$ cat src/rtl/cpu_fetch.sv
// Instruction fetch stage of the 5-stage CPU pipeline.
// Drives the synchronous instruction memory, presents the IF instruction to
// the stall unit, keeps it in a skid register across stalls, redirects on
// taken branches and loads the IF/DEC pipeline register.
module cpu_fetch #(
    parameter int unsigned         PC_W     = 16,
    parameter logic [PC_W-1:0]     RESET_PC = '0
) (
    input  logic            clk,
    input  logic            rst,
    input  logic            rw_stall,
    input  logic            jb_stall,
    input  logic            br_taken,
    input  logic [PC_W-1:0] br_target,
    output logic [PC_W-1:0] imem_addr,
    output logic            imem_rd_en,
    input  logic [31:0]     imem_rdata,
    output logic [31:0]     if_instr,
    output logic            if_valid,
    output logic [31:0]     dec_instr,
    output logic [PC_W-1:0] dec_pc,
    output logic            dec_valid,
    output logic            halted
);

    localparam logic [31:0] NOP     = 32'h0000_0000;
    localparam logic [7:0]  HALT_OP = 8'hFF;

    typedef enum logic {
        S_RUN,
        S_HALT
    } state_t;

    state_t          state;
    logic [PC_W-1:0] pc;
    logic            resp_valid;
    logic [PC_W-1:0] resp_pc;
    logic            hold_valid;
    logic [31:0]     hold_instr;
    logic [PC_W-1:0] hold_pc;

    logic            run;
    logic            stall;
    logic            adv;
    logic            consume;
    logic [31:0]     pres_instr;
    logic [PC_W-1:0] pres_pc;

    // Fetch control: a new read issues only when running, unstalled and not redirecting.
    always_comb begin
        run        = (state == S_RUN);
        stall      = rw_stall | jb_stall;
        adv        = !rst && run && !stall && !br_taken;
        imem_rd_en = adv;
        imem_addr  = pc;
    end

    // Presented instruction: skid register first, then the memory response, else a NOP.
    always_comb begin
        pres_instr = NOP;
        pres_pc    = '0;
        if (hold_valid) begin
            pres_instr = hold_instr;
            pres_pc    = hold_pc;
        end else if (resp_valid) begin
            pres_instr = imem_rdata;
            pres_pc    = resp_pc;
        end
        // A read issued in the cycle HALT was consumed is never presented.
        if_valid = run && (hold_valid || resp_valid);
        if_instr = if_valid ? pres_instr : NOP;
        consume  = if_valid && !stall && !br_taken;
    end

    // Sequential state: PC, in-flight read, skid register, IF/DEC register and run/halt FSM.
    always_ff @(posedge clk) begin
        if (rst) begin
            state      <= S_RUN;
            pc         <= RESET_PC;
            resp_valid <= 1'b0;
            resp_pc    <= '0;
            hold_valid <= 1'b0;
            hold_instr <= NOP;
            hold_pc    <= '0;
            dec_instr  <= NOP;
            dec_pc     <= '0;
            dec_valid  <= 1'b0;
        end else if (state == S_RUN) begin
            if (br_taken) begin
                // Redirect beats any stall: drop held and in-flight words.
                pc         <= br_target;
                resp_valid <= 1'b0;
                hold_valid <= 1'b0;
                dec_instr  <= NOP;
                dec_valid  <= 1'b0;
            end else begin
                if (adv) begin
                    pc         <= pc + PC_W'(1);
                    resp_valid <= 1'b1;
                    resp_pc    <= pc;
                end else begin
                    resp_valid <= 1'b0;
                end

                if (consume) begin
                    dec_instr  <= pres_instr;
                    dec_pc     <= pres_pc;
                    dec_valid  <= 1'b1;
                    hold_valid <= 1'b0;
                    if (pres_instr[31:24] == HALT_OP) begin
                        state <= S_HALT;
                    end
                end else begin
                    dec_instr <= NOP;
                    dec_valid <= 1'b0;
                    // Memory data is only valid for one cycle, so capture it when stalled.
                    if (!hold_valid && resp_valid) begin
                        hold_valid <= 1'b1;
                        hold_instr <= imem_rdata;
                        hold_pc    <= resp_pc;
                    end
                end
            end
        end else begin
            resp_valid <= 1'b0;
            hold_valid <= 1'b0;
            dec_instr  <= NOP;
            dec_valid  <= 1'b0;
        end
    end

    assign halted = (state == S_HALT);

endmodule
$ cat config.mk
export PLATFORM = sky130hd
export DESIGN_NAME = cpu_fetch
export DESIGN_NICKNAME = d
export VERILOG_FILES = /design/src/rtl/cpu_fetch.sv
export SDC_FILE = /design/constraint.sdc
export NUM_CORES = 1
export LEC_CHECK = 0
export ABC_AREA = 1
export CORE_ASPECT_RATIO = 1.5
export CORE_MARGIN = 8
export CORE_UTILIZATION = 35
export DETAILED_ROUTE_END_ITERATION = 16
export GPL_TIMING_DRIVEN = 0
export PLACE_DENSITY_LB_ADDON = 0.08
export REMOVE_ABC_BUFFERS = 1
export SLEW_MARGIN = 20
export SYNTH_ARGS = -nofsm -noshare
export SYNTH_HDL_FRONTEND = slang
export SYNTH_SLANG_ARGS = --single-unit
$ cat constraint.sdc
create_clock -name clk -period 1.3 [get_ports clk]
set_clock_uncertainty 0.1 [all_clocks]
set_input_delay 0.13 -clock clk [delete_from_list [all_inputs] [get_ports clk]]
set_output_delay 0.13 -clock clk [all_outputs]
set_load 0.005 [all_outputs]
==> flow_metrics.env <==
export IMPL_outcome="complete, but fails checks"
export IMPL_violations="setup timing"
export IMPL_synth_seq_cells=132
export IMPL_r2r_setup_slack_ps=-510
export IMPL_nets=1044
export IMPL_power_switching_w=0.00259
export IMPL_final_common_cell="dfxtp_1"
export IMPL_nFillCells=1235
export IMPL_layout_setup_ws_ps=-540
export IMPL_io_pins=153
export IMPL_synth_area_um2=5430
export IMPL_worst_slew_pin_slew_ps=555
export IMPL_leakage_nw=4.72
export IMPL_drc_errors=0
export IMPL_die_area_um2=19900
export IMPL_min_period_ps=1840
export IMPL_criticalPathCategory="flop to output port"
export IMPL_grt_remaining_overflow=0
export IMPL_cts_made_buffers=17
export IMPL_cp_cell_sequence="inv_6 > nand2_8 > inv_12 > buf_16 > a22oi_2 > nor2_4 > buf_2"
export IMPL_ir_worst_vdd_uv=717
export IMPL_endpoint_kind="output port"
export IMPL_hold_slack_ps=35.6
export IMPL_area_delta_synth_final_pct=89.9
export IMPL_critPathMaxStageDelay_ps=380
export IMPL_dpl_instance_area_um2=7010
export IMPL_clk_insertion_delay_late_ps=420
export IMPL_crit_fanout=5
export IMPL_clock_path_buffers=2
export IMPL_critPathLaunchType="flop"
export IMPL_max_freq_mhz=544
export IMPL_vias_per_cell=5.11
export IMPL_first_global_vias=5616
export IMPL_timing_rr_start="hold_valid"
export IMPL_clkSlewWorstSetupHoldPaths_ps=60
export IMPL_hp_class="input port to flop"
export IMPL_swShare=0.260
export IMPL_finalSetupViolations=147
export IMPL_grt_max_degree=43
export IMPL_reg2reg_to="dec_instr[31]"
export IMPL_antenna_found_initial=0
export IMPL_final_layout_size_suffix_gt1_frac=0.472
export IMPL_clkPwrFrac=0.465
export IMPL_critical_path_arrival_ps=1610
export IMPL_cts_tree="done"
export IMPL_dp_hpwl_um=10600
export IMPL_core_area_um2=15400
export IMPL_ys_seq_area_frac=0.486
export IMPL_intPower_w=0.00735
export IMPL_comb_power_share=0.110
export IMPL_io_buffers=152
export IMPL_routed_wl_um=23400
export IMPL_antenna_left=0
export IMPL_final_area_um2=10300
export IMPL_worstPathRequired_ps=1070
export IMPL_htreeDepth=4
export IMPL_powerDensity_nw_per_um2=964
export IMPL_cp_startpoint="hold_valid"
export IMPL_drt_initial_drc_count=329
export IMPL_crit_slowest_cell="dfxtp_4"
export IMPL_setup_tns_ps=-57290
export IMPL_grt_pass1_wl_um=30700
export IMPL_slew_headroom=0.630
export IMPL_die_w_um=118
export IMPL_rsz0062_at_grt="true"
export IMPL_clock_sinks=132
export IMPL_netlist_instances=736
export IMPL_reg2reg_depth=12
export IMPL_root_buffer="clkbuf_16"
export IMPL_n_antenna_cell=0
export IMPL_gp_congestion=0.753
export IMPL_slew_violations=0
export IMPL_cap_violations=0
export IMPL_ys_types=25
export IMPL_hold_buffers=0
export IMPL_first_pass_iters=5
export IMPL_crit_path_end="if_instr[6]"
export IMPL_grtUsageTotal=0.194
export IMPL_hold_viol_final=0
export IMPL_yosysWarnings=0
export IMPL_period_share=1.42
export IMPL_seqPwrFrac=0.425
export IMPL_core_rowCount=56
export IMPL_initial_utilization=0.353
export IMPL_final_cell_mix="dfxtp_1, nor2_1, nand2_1, buf_4, dlymetal6s2s_1"
export IMPL_wl_per_cell_um=19.4
export IMPL_die_h_um=169
export IMPL_num_vias=6158
export IMPL_syn_avg_cell_area_um2=7.38
==> cells by family (layout without fill, tap and decap cells) <==
kind of cell               after synthesis  after routing  synth area share
and+or+nand+nor                        341            349             0.252
AOI/OAI and AO/OA                      177            178             0.185
buffers and inverters                   85            343            0.0744
DFF                                    132            132             0.486
adders and majority gates                1              1           0.00230
==> state kept, by name (all words and copies together), names as in the netlist <==
| name | cells |
|---|---|
| imem_addr | 16 |
| halted | 1 |
| resp_pc | 16 |
| hold_pc | 16 |
| dec_valid | 1 |
| hold_valid | 1 |
| resp_valid | 1 |
| dec_instr | 32 |
| hold_instr | 32 |
| dec_pc | 16 |
==> cell usage after synthesis <==
cell	number	area, µm²
nor2_1	184	691
dfxtp_1	132	2640
nand2_1	118	443
o21ai_0	65	325
a22oi_1	39	293
a21oi_1	34	170
o21ai_1	33	165
inv_1	29	109
clkbuf_1	19	71.3
buf_2	17	85.1
nand3_1	17	85.1
nor2_2	11	68.8
buf_6	8	90.1
inv_2	7	26.3
buf_1	4	15.0
nand4_1	4	25.0
nand2_2	3	18.8
o31ai_1	3	22.5
a31oi_1	2	12.5
nor2_4	2	22.5
a21oi_4	1	16.3
buf_4	1	7.51
ha_1	1	12.5
nand2_4	1	11.3
nor3_1	1	5.00
==> worst min-delay path by stage <==
stage | startpoint | to | slack (ps) | depth (start not counted)
detailed placement | resp_pc[14] | resp_pc[14] | 370 | 2
CTS | rst | imem_addr[9] | 20 | 2
global placement | hold_instr[31] | hold_instr[31] | 360 | 2
global route | rst | imem_addr[3] | 40 | 2
floorplan | rst | halted | 100 | 1
finish | rst | imem_addr[9] | 40 | 2
==> power groups by stage <==
stage               logic [W]  clock network (W)  registers (W)
finish                0.00110            0.00462        0.00422
global route          0.00117            0.00491        0.00423
floorplan            0.000281                  0        0.00428
global placement     0.000635                  0        0.00430
CTS                  0.000819            0.00470        0.00420
detailed placement   0.000653                  0        0.00430
==> cell type report <==
| class | count | area (µm²) | area share |
|---|---|---|---|
| tap | 203 | 254 | 0.0246 |
| sequential | 132 | 2720 | 0.263 |
| timing repair inverter | 11 | 174 | 0.0169 |
| clock inverter | 13 | 126 | 0.0122 |
| multi-input combinational | 528 | 3550 | 0.344 |
| inverter | 36 | 223 | 0.0216 |
| timing repair buffer | 264 | 2830 | 0.274 |
| clock buffer | 19 | 443 | 0.0429 |
==> worst max-delay path, delay by kind of cell (launching register included) <==
kind / cells / cell delay [ps]
compound gates: 1 / 280
simple gates: 2 / 140
buf+inv: 4 / 390
flops: 1 / 380
==> metrics by stage <==
step / power [W] / std cells / utilization / setup WS (ps)
2_1_floorplan: 0.00456 / 687 / - / -1890
3_3_place_gp: 0.00494 / 1042 / 0.450 / -4450
3_5_place_dp: 0.00495 / 1045 / 0.455 / -2660
4_1_cts: 0.00972 / 1141 / 0.554 / -505
5_1_grt: 0.0103 / 1206 / 0.669 / -592
6_report: 0.00994 / 1206 / 0.669 / -540
==> what timing repair did <==
item	4_1_cts	5_1_grt
pin swaps	40	61
gates resized for setup	320	396
cloned	15	13
setup buffers	50	56
endpoints found under the setup margin	232	221
==> per-layer routing <==
metal / wire [µm] / GRT usage / up-vias / part of all wire
li1: - / - / 2949 / -
met1: 8920 / 0.211 / 2967 / 0.38
met2: 12500 / 0.359 / 197 / 0.53
met3: 1200 / 0.0487 / 45 / 0.051
met4: 770 / 0.0615 / 0 / 0.033
met5: 0 / 0 / - / 0
(Power assumes the default switching activity.)
